## config.mk

```make
export PLATFORM = sky130hd
export DESIGN_NAME = sbox_seq_ctrl_flat
export DESIGN_NICKNAME = d
export VERILOG_FILES = /design/src/rtl/sbox_seq_ctrl_if.sv /design/src/rtl/sbox_seq_ctrl.sv /design/src/flat_wrapper.sv
export SDC_FILE = /design/constraint.sdc
export NUM_CORES = 1
export LEC_CHECK = 0
export CORE_AREA = 4 4 238 240
export DETAILED_ROUTE_END_ITERATION = 8
export DIE_AREA = 0 0 242 244
export PLACE_DENSITY = 0.71
export SYNTH_ARGS = -nofsm -noshare
export SYNTH_HDL_FRONTEND = slang
export SYNTH_SLANG_ARGS = --single-unit
```

## constraint.sdc

```tcl
create_clock -name clk -period 4.8 [get_ports clk]
set_input_delay 0.48 -clock clk [delete_from_list [all_inputs] [get_ports clk]]
set_output_delay 0.48 -clock clk [all_outputs]
set_load 0.01 [all_outputs]
```

## src/rtl/sbox_seq_ctrl_if.sv

```systemverilog
`default_nettype none
// ============================================================================
// Module   : sbox_seq_ctrl_if
// Purpose  : Bundles the sequencer's round-controller, inverter and PRNG
//            signals. The slave modport is the sequencer's view.
//            The master modport is the surrounding environment's view.
// Revision : 1.0  initial release
// ============================================================================
interface sbox_seq_ctrl_if #(
    parameter int NBYTES = 16,
    parameter int RW     = 30
);
    // Round-controller side
    logic                  start;
    logic [8*NBYTES-1:0]   state_in0;
    logic [8*NBYTES-1:0]   state_in1;
    logic                  busy;
    logic                  done;
    logic [8*NBYTES-1:0]   state_out0;
    logic [8*NBYTES-1:0]   state_out1;
    // Shared masked inverter side
    logic [7:0]            inv_in0;
    logic [7:0]            inv_in1;
    logic [7:0]            inv_out0;
    logic [7:0]            inv_out1;
    logic [RW-1:0]         inv_ran;
    // PRNG side
    logic [RW-1:0]         prng_rnd;
    logic                  prng_en;

    modport slave (
        input  start, state_in0, state_in1, inv_out0, inv_out1, prng_rnd,
        output busy, done, state_out0, state_out1, inv_in0, inv_in1,
               inv_ran, prng_en
    );

    modport master (
        output start, state_in0, state_in1, inv_out0, inv_out1, prng_rnd,
        input  busy, done, state_out0, state_out1, inv_in0, inv_in1,
               inv_ran, prng_en
    );
endinterface
`default_nettype wire

```

## src/rtl/sbox_seq_ctrl.sv

```systemverilog
`default_nettype none
// ============================================================================
// Module   : sbox_seq_ctrl
// Purpose  : Feeds a masked state one byte pair per cycle into a single
//            pipelined 2-share GF(2^8) inverter. It tracks in-flight bytes
//            with a valid/index pipe and writes results back per share.
//            The PRNG is stepped only while the inverter can hold live data.
// Revision : 1.0  initial release
// ============================================================================
module sbox_seq_ctrl #(
    parameter int NBYTES = 16,
    parameter int LAT    = 3,
    parameter int RW     = 30
) (
    input  wire logic        clk,
    input  wire logic        rst,
    sbox_seq_ctrl_if.slave   bus
);

    localparam int             IW       = (NBYTES > 1) ? $clog2(NBYTES) : 1;
    localparam logic [IW-1:0]  LAST_IDX = IW'(NBYTES - 1);

    typedef enum logic [1:0] {
        S_IDLE  = 2'd0,
        S_ISSUE = 2'd1,
        S_DRAIN = 2'd2,
        S_DONE  = 2'd3
    } state_t;

    state_t                state_q, state_d;
    logic [IW-1:0]         cnt_q, cnt_d;
    logic [8*NBYTES-1:0]   in0_q, in1_q;
    logic [8*NBYTES-1:0]   out0_q, out1_q;
    logic [LAT-1:0]        vld_q;
    logic [IW-1:0]         idx_q [LAT];

    logic                  issuing;
    logic                  running;
    logic                  accept;
    logic                  cap_vld;
    logic [IW-1:0]         cap_idx;
    logic                  cap_last;

    assign issuing  = (state_q == S_ISSUE);
    assign running  = (state_q == S_ISSUE) || (state_q == S_DRAIN);
    assign accept   = (state_q == S_IDLE) && bus.start;
    assign cap_vld  = vld_q[LAT-1];
    assign cap_idx  = idx_q[LAT-1];
    assign cap_last = cap_vld && (cap_idx == LAST_IDX);

    // State and issue-counter register
    always_ff @(posedge clk) begin
        if (rst) begin
            state_q <= S_IDLE;
            cnt_q   <= '0;
        end else begin
            state_q <= state_d;
            cnt_q   <= cnt_d;
        end
    end

    // Next-state logic; the counter stops at the last byte instead of wrapping
    always_comb begin
        state_d = state_q;
        cnt_d   = cnt_q;
        case (state_q)
            S_IDLE: begin
                if (bus.start) begin
                    state_d = S_ISSUE;
                    cnt_d   = '0;
                end
            end
            S_ISSUE: begin
                if (cnt_q == LAST_IDX) begin
                    state_d = S_DRAIN;
                end else begin
                    cnt_d = cnt_q + 1'b1;
                end
            end
            S_DRAIN: begin
                if (cap_last) begin
                    state_d = S_DONE;
                end
            end
            S_DONE: begin
                state_d = S_IDLE;
            end
            default: begin
                state_d = S_IDLE;
                cnt_d   = '0;
            end
        endcase
    end

    // Input latch so the caller may change state_in once the run is accepted
    always_ff @(posedge clk) begin
        if (rst) begin
            in0_q <= '0;
            in1_q <= '0;
        end else if (accept) begin
            in0_q <= bus.state_in0;
            in1_q <= bus.state_in1;
        end
    end

    // Valid/index pipe mirroring the inverter latency; cleared on reset so
    // results still emerging from an aborted run are never written back
    always_ff @(posedge clk) begin
        if (rst) begin
            vld_q <= '0;
            for (int i = 0; i < LAT; i++) begin
                idx_q[i] <= '0;
            end
        end else begin
            vld_q[0] <= issuing;
            idx_q[0] <= issuing ? cnt_q : '0;
            for (int i = 1; i < LAT; i++) begin
                vld_q[i] <= vld_q[i-1];
                idx_q[i] <= idx_q[i-1];
            end
        end
    end

    // Result write-back; the two shares are kept strictly separate
    always_ff @(posedge clk) begin
        if (rst) begin
            out0_q <= '0;
            out1_q <= '0;
        end else if (cap_vld) begin
            out0_q[cap_idx*8 +: 8] <= bus.inv_out0;
            out1_q[cap_idx*8 +: 8] <= bus.inv_out1;
        end
    end

    // Inverter inputs are forced to zero outside issue to avoid stale shares
    always_comb begin
        bus.inv_in0 = 8'h00;
        bus.inv_in1 = 8'h00;
        if (issuing) begin
            bus.inv_in0 = in0_q[cnt_q*8 +: 8];
            bus.inv_in1 = in1_q[cnt_q*8 +: 8];
        end
    end

    // Randomness is drawn only while any inverter stage may hold live data
    always_comb begin
        bus.prng_en = running;
        bus.inv_ran = running ? bus.prng_rnd : '0;
    end

    assign bus.busy       = running;
    assign bus.done       = (state_q == S_DONE);
    assign bus.state_out0 = out0_q;
    assign bus.state_out1 = out1_q;

endmodule
`default_nettype wire

```

## src/flat_wrapper.sv

```systemverilog
// flat-port wrapper written by rule: the top's interface ports become plain ports
module sbox_seq_ctrl_flat 
#(
    parameter int NBYTES = 16,
    parameter int LAT    = 3,
    parameter int RW     = 30
)
  (clk, rst, bus_start, bus_state_in0, bus_state_in1, bus_inv_out0, bus_inv_out1, bus_prng_rnd, bus_busy, bus_done, bus_state_out0, bus_state_out1, bus_inv_in0, bus_inv_in1, bus_inv_ran, bus_prng_en);
  sbox_seq_ctrl_if #(.NBYTES(NBYTES), .RW(RW)) bus_i ();
  input  wire logic clk;
  input  wire logic rst;
  input wire logic [$bits(bus_i.start)-1:0] bus_start;
  input wire logic [$bits(bus_i.state_in0)-1:0] bus_state_in0;
  input wire logic [$bits(bus_i.state_in1)-1:0] bus_state_in1;
  input wire logic [$bits(bus_i.inv_out0)-1:0] bus_inv_out0;
  input wire logic [$bits(bus_i.inv_out1)-1:0] bus_inv_out1;
  input wire logic [$bits(bus_i.prng_rnd)-1:0] bus_prng_rnd;
  output wire logic [$bits(bus_i.busy)-1:0] bus_busy;
  output wire logic [$bits(bus_i.done)-1:0] bus_done;
  output wire logic [$bits(bus_i.state_out0)-1:0] bus_state_out0;
  output wire logic [$bits(bus_i.state_out1)-1:0] bus_state_out1;
  output wire logic [$bits(bus_i.inv_in0)-1:0] bus_inv_in0;
  output wire logic [$bits(bus_i.inv_in1)-1:0] bus_inv_in1;
  output wire logic [$bits(bus_i.inv_ran)-1:0] bus_inv_ran;
  output wire logic [$bits(bus_i.prng_en)-1:0] bus_prng_en;
  assign bus_i.start = bus_start;
  assign bus_i.state_in0 = bus_state_in0;
  assign bus_i.state_in1 = bus_state_in1;
  assign bus_i.inv_out0 = bus_inv_out0;
  assign bus_i.inv_out1 = bus_inv_out1;
  assign bus_i.prng_rnd = bus_prng_rnd;
  assign bus_busy = bus_i.busy;
  assign bus_done = bus_i.done;
  assign bus_state_out0 = bus_i.state_out0;
  assign bus_state_out1 = bus_i.state_out1;
  assign bus_inv_in0 = bus_i.inv_in0;
  assign bus_inv_in1 = bus_i.inv_in1;
  assign bus_inv_ran = bus_i.inv_ran;
  assign bus_prng_en = bus_i.prng_en;
  sbox_seq_ctrl #(.NBYTES(NBYTES), .LAT(LAT), .RW(RW)) u_core (.clk(clk), .rst(rst), .bus(bus_i));
endmodule
```

==> results.md, run 1 <==
* Outcome: finished, final reports clean
* Routed WL per cell at 21.2 um
* Hold Path Class: in2reg
* Post-synthesis cell count at 2663
* Largest net degree at the start of global routing at 234
* WP data required at 4.32 ns
* Final #Nets at 3403
* CTS resizes at 0
* Total gr overflow at 0
* Post-place setup slack at 1.23 ns
* Slew Limit Fails at 0
* Power per cell area at 395 mW/mm^2
* Critical-path cell list: inv_1 -> ha_1 -> inv_1 -> nor2_2 -> a22oi_1 -> o211ai_1 -> clkdlybuf4s50_1
* Vias per cell at 5.72
* Initial DRT Pass Iterations at 7
* Post-synth EDFFs at 0
* Total Wirelength at 81300 um
* CP peak stage delay at 0.75 ns
* All-Layer GR Usage at around a quarter
* Library cells used by synthesis at between 50 and 60
* Max Clock Freq at ~250 MHz
* Synth top area share at 47.1%
* Max Cap Viol at 0
* Initial antenna violation count at 4
* Chip height at between 200 and 250 um
* Seq/Total Area, Yosys at 47.1%
* CP Class: reg2out
* # setup viols final at 0
* CTS Sinks at 533
* Area delta synth->final at 36.2%
* CP Launch Type: flop
* Clk slew on worst S/H paths at 0.06 ns
* Warnings, synthesis at 0
* Synth area leader: dfxtp_1
* Static Leak at 10.7 nW
* Synth area leaders: dfxtp_1 (47%), a21oi_1 (9.3%), nand2_1 (8.7%), mux2i_1 (6.2%), nand4_1 (5.1%)
* Setup repair bufs after CTS at 0
* CTS buffer count at 56
* Ys flop type: dfxtp_1
* Fin. Hold Viols at 0
* Rel. slew slack at 12.7%
* Crit. End Element: output pin
* Wire length of the first global-routing pass at 124000 um
* Arr. time, crit path at 3.47 ns
* Final setup margin at between 0.8 and 0.9 ns
* Die width at 242 um
* Fraction of layout cells with a size suffix above 1 at roughly 6.5%
* Die area at 0.0590 mm^2
* Worst Tran Pin Value at 1.30 ns
* TritonCTS clock tree: done
* Clk_lat worst skew at ~0.60 ns
* DR vias at 21951
* CTS Root Cell: clkbuf_16
* Io pins at 610
* Hold-fix buffers, CTS at 0
* Initial Utilization at between 40 and 50%
* Most used cell, CP: inv_1
* Setup_tns at 0 ns
* Clock Path Buffers at 3
* Core area at 0.0547 mm^2
* Synthesized Nets at 2976
* Fin crit period at ~3.9 ns
* Asr flop ratio synth at 0%
* Vias in the first global route at 21184
* Mapped Area at 0.0226 mm^2
* Peak VDD IR at approximately 0.27 mV
* Worst path slowest cell: nor2_2
* Initial DRC count at 2268
* Syn_area_per_cell at 8.50 um^2
* CTS H-tree lvls at 2
* Number of buffers added on ports at 609
* Yosys reg bits at around 530
* RSZ-0062 raised after global routing: no
* DRT antenna net count at 0
* Final period utilization at between 80 and 90%
* Max FO, Critical Path at 20
* Skew final at between 0.015 and 0.02 ns
* DPL Wire Length at 56300 um
* FP Rows at 86
* # DRC at 0
* RePlAce Congestion at 0.870
[where the power goes]
group / internal [mW] / switching [mW]
registers: 4.84 / 0.239
logic: 1.14 / 1.48
clock network: 2.67 / 1.83
[state kept, by name, summed over array words and instances (netlist names)]
name,flops
u_core.bus.state_out0,128
u_core.bus.state_out1,128
u_core.cnt_q,4
u_core.idx_q,12
u_core.in0_q,128
u_core.in1_q,128
u_core.state_q,2
u_core.vld_q,3
[critical path, delay by kind of cell (launching register included)]
family | cells | cell delay [ns]
compound gates | 2 | 0.55
fa+ha+maj | 1 | 0.32
buf+inv | 3 | 0.90
flops | 1 | 0.34
simple gates | 1 | 0.75
[synth_stat cells, types with 8 or more instances]
cell type	number
buf_1	13
nand2_1	524
nand3_1	80
nor3_2	8
inv_1	8
o21ai_0	164
nor2_1	15
and2_1	36
a21oi_1	421
nand2b_1	84
mux4_2	40
mux2i_1	140
a22oi_1	33
o211ai_1	9
nand4_1	186
nor2b_1	31
ha_1	8
clkbuf_1	211
dfxtp_1	533
a22o_1	16
nor3_1	14
buf_2	41
[through the flow]
step | cell area, um^2 | utilization (%) | instances | hold slack, ns | power [mW]
floorplan | 22600 | - | 2663 | 0.414 | 6.73
global placement | 28900 | 52.9 | 3736 | 0.428 | 7.71
detailed placement | 28900 | 52.9 | 3736 | 0.424 | 7.79
CTS | 30800 | 56.4 | 3837 | 0.387 | 12.3
global route | 30800 | 56.4 | 3840 | 0.408 | 12.7
finish | 30800 | 56.4 | 3840 | 0.428 | 12.2
[metal layers]
layer	vias up	global-route usage (%)	part of all wire (%)
met4	2	11.0	3.9
met3	198	5.07	8.3
met2	1082	43.7	48
met1	10501	32.4	40
met5	-	0	0.0098
li1	10168	-	-
[logic make-up after synthesis]
kind of cell	share of synthesized area, %
AOI/OAI and AO/OA	15.4
xor gates and xnor gates	0.111
muxes	10.2
DFF	47.1
adders and majority gates	0.442
and+or+nand+nor	21.7
buffers and inverters	5.07
[placed cells by master (no fill, tap or decap), types with 8 or more instances in the layout]
| master | count |
|---|---|
| nor2b_1 | 30 |
| nor3_1 | 8 |
| buf_4 | 28 |
| nand2b_1 | 84 |
| ha_1 | 8 |
| o21ai_0 | 164 |
| clkdlybuf4s50_1 | 608 |
| dfxtp_1 | 531 |
| mux2i_1 | 140 |
| clkbuf_8 | 11 |
| a21oi_1 | 419 |
| and2_1 | 35 |
| nand3_1 | 80 |
| clkbuf_1 | 11 |
| nor3_2 | 13 |
| o211ai_1 | 9 |
| nand4_1 | 186 |
| mux4_2 | 40 |
| a22o_1 | 16 |
| nand2_1 | 523 |
| a22oi_1 | 33 |
| inv_1 | 8 |
| nor2_1 | 10 |
| clkbuf_16 | 57 |
[worst paths after layout]
kind | startpoint | endpoint | slack, ns | cells past startpoint
max reg2reg | u_core.idx_q[0][10]$_SDFF_PP0_ | u_core.bus.state_out0[30]$_SDFFE_PP0P_ | 1.08 | 6
max | u_core.state_q[1]$_SDFFE_PP0P_ | bus_inv_in1[3] | 0.85 | 7
min | bus_state_in1[70] | u_core.in1_q[70]$_SDFFE_PP0P_ | 0.43 | 3
min reg2reg | u_core.idx_q[0][1]$_SDFF_PP0_ | u_core.idx_q[0][5]$_SDFF_PP0_ | 0.43 | 1
[area by class of cell]
type	count	area, um^2
Multi-Input combinational cell	1848	10900
Antenna cell	3	7.51
Inverter	9	33.8
Sequential cell	533	10700
Tap cell	704	881
Clock inverter	22	289
Clock buffer	79	1620
Timing Repair Buffer	642	6410
Fill cell	4824	23800
No activity file was read; power rests on OpenSTA's default activity.
==> run 2, diff against run 1 <==
Settings changed: CORE_AREA 4 4 238 240 to not set, CORE_MARGIN set to 4, CORE_UTILIZATION set to 44, DIE_AREA 0 0 242 244 to not set, PLACE_DENSITY 0.71 to 0.78.
Clock period 4.8 ns to 3.6 ns, I/O delays scaled along.
==> results.md, run 2 (same netlist as run 1, synthesis figures left out) <==
* Worst hold slack at 0.304 ns (-0.124 ns)
* CP Launch Type: flop
* Area delta synth->final at 37.6%
* # setup viols final at 0 (unchanged)
* Non-Filler Instances at 3834 (-0.16%)
* WP data required at 3.24 ns (-1.08 ns)
* Most frequent cells in the layout: clkdlybuf4s50_1 (608), dfxtp_1 (531), nand2_1 (523), a21oi_1 (419), nand4_1 (186)
* RePlAce Congestion at 0.924 (+6.2%)
* Total gr overflow at 0 (unchanged)
* Skew final at 0.0123 ns (-0.00619 ns)
* Hold Path Class: in2reg
* Hold-fix buffers, CTS at 0 (unchanged)
* Placement Cell Area at 0.0291 mm^2 (+0.57%)
* DPL Wire Length at 56400 um (+0.28%)
* Max FO, Critical Path at 45 (+130%)
* Total Wirelength at 80600 um (-0.93%)
* Outcome: finished, final reports clean
* Arr. time, crit path at 3.04 ns (-0.43 ns)
* Routed WL per cell at 21.0 um (-0.77%)
* Vias per cell at 5.80 (+1.4%)
* Initial DRC count at 2269 (+0.044%)
* RSZ-0062 raised after global routing: no
* Number of buffers added on ports at 609 (unchanged)
* CP Class: reg2out
* Clk slew on worst S/H paths at 0.07 ns (about the same)
* Worst Tran Pin Value at 1.14 ns (-0.161 ns)
* Placed instance count at 3725 (-0.29%)
* Worst Reg-to-Reg Cells at 7 (+1)
* Static Leak at 10.9 nW (+1.9%)
* Vias in the first global route at 21214 (+0.14%)
* # DRC at 0 (unchanged)
* Max Clock Freq at 294 MHz
* Io pins at 610 (unchanged)
* Largest net degree at the start of global routing at 156 (-33%)
* DRT antenna net count at 0 (unchanged)
* Final setup margin at 0.196 ns (-0.659 ns)
* CP Launch Point: u_core.cnt_q[0]$_SDFFE_PP0P_
* Die area at 0.0552 mm^2 (-6.6%)
* Slew Limit Fails at 0 (unchanged)
* Most common cell after layout, fill and taps aside: clkdlybuf4s50_1
* Fraction of layout cells with a size suffix above 1 at 7.47% (+0.96 points)
* Crit. End Element: output pin
* Final #Nets at 3425 (+0.65%)
* Chip height at 235 um (-3.7%)
* Initial Utilization at 44.9% (+3.4 points)
* CTS H-tree lvls at 2 (unchanged)
* CTS Root Cell: clkbuf_16
* Setup_tns at 0 ns (unchanged)
* Power per cell area at 537 mW/mm^2 (+36%)
* Core area at 0.0505 mm^2 (-7.7%)
* Worst r2r src: u_core.idx_q[0][10]$_SDFF_PP0_
* DR vias at 22227 (+1.3%)
* Rel. slew slack at 23.7% (+11 points)
* Reg-to-reg endpoint: u_core.bus.state_out0[20]$_SDFFE_PP0P_
* # fillers at 4181 (-13%)
* Fin crit period at 3.40 ns
* R2R setup slack at 0.50 ns (-0.58 ns)
* Final period utilization at 94.6%
* TritonCTS clock tree: done
* All-Layer GR Usage at 27.5% (+1.6 points)
* Design area at 0.0312 mm^2 (+1.0%)
* Peak VDD IR at 0.411 mV (+51%)
* Max Cap Viol at 0 (unchanged)
* Initial antenna violation count at 4 (unchanged)
* CTS buffer count at 56 (unchanged)
* Initial DRT Pass Iterations at 6 (-1)
* FP Rows at 82 (-4.7%)
* Clock Path Buffers at 3 (unchanged)
* Fin. Hold Viols at 0 (unchanged)
* Post-place setup slack at 0.547 ns (-0.683 ns)
* CTS Sinks at 533 (unchanged)
* Die width at 235 um (-2.9%)
* Crit path to: bus_inv_in0[0]
* Clk_lat worst skew at 0.60 ns (about the same)
* Wire length of the first global-routing pass at 123000 um (-0.21%)
## run 2: routing by layer
| layer | vias to the layer above | GRT usage, % | part of all wire (%) |
|---|---|---|---|
| met4 | 0 | 13.1 | 5.0 |
| met5 | - | 0 | 0 |
| met3 | 226 | 6.16 | 9.2 |
| met2 | 1249 | 45.3 | 48 |
| li1 | 10238 | - | - |
| met1 | 10514 | 34.3 | 38 |
## run 2: per-stage QoR
| step | total power [mW] | util, % |
|---|---|---|
| global placement | 10.3 | 57.6 |
| finish | 16.7 | 61.7 |
| detailed placement | 10.4 | 57.6 |
| floorplan | 8.97 | - |
| global route | 17.4 | 61.7 |
| CTS | 16.8 | 61.7 |
## run 2: worst max-delay path, stage by stage (launching register included)
cell and delay [ns]:
dfxtp_4 0.54, buf_12 0.36, mux2i_1 0.20, a22oi_1 0.28, a22oi_1 0.10, o211ai_1 0.31, clkdlybuf4s50_1 0.61
## run 2: how the worst min path moves through the flow
stage / from / to / slack [ns] / cells past startpoint
final: bus_state_in1[69] / u_core.in1_q[69]$_SDFFE_PP0P_ / 0.30 / 3
after global routing: bus_state_in1[69] / u_core.in1_q[69]$_SDFFE_PP0P_ / 0.28 / 3
after CTS: bus_state_in1[69] / u_core.in1_q[69]$_SDFFE_PP0P_ / 0.26 / 3
after detailed placement: u_core.vld_q[0]$_SDFF_PP0_ / u_core.vld_q[1]$_SDFF_PP0_ / 0.43 / 1
after global placement: u_core.idx_q[0][6]$_SDFF_PP0_ / u_core.idx_q[0][10]$_SDFF_PP0_ / 0.43 / 1
after floorplan: u_core.idx_q[0][6]$_SDFF_PP0_ / u_core.idx_q[0][10]$_SDFF_PP0_ / 0.41 / 1
## run 2: cell type report
type	count	area [um^2]	area share, %
Multi-Input combinational cell	1848	10900	35.1
Sequential cell	533	10700	34.3
Timing Repair Buffer	664	6630	21.3
Clock buffer	66	1520	4.88
Tap cell	672	841	2.70
Clock inverter	38	522	1.67
Inverter	9	33.8	0.108
Antenna cell	4	10.0	0.0321
## run 2: what timing repair did
action	4_1_cts	5_1_grt
endpoints found under the hold margin	0	0
setup buffers	0	1
pin swaps	0	1
setup endpoints to repair	1	9
gates resized for setup	1	1
## run 2: report_power, final
part | total (mW) | internal (mW) | switching (mW)
clock network | 6.36 | 3.84 | 2.52
logic | 3.60 | 1.56 | 2.04
registers | 6.77 | 6.45 | 0.323
total | 16.7 | 11.8 | 4.89
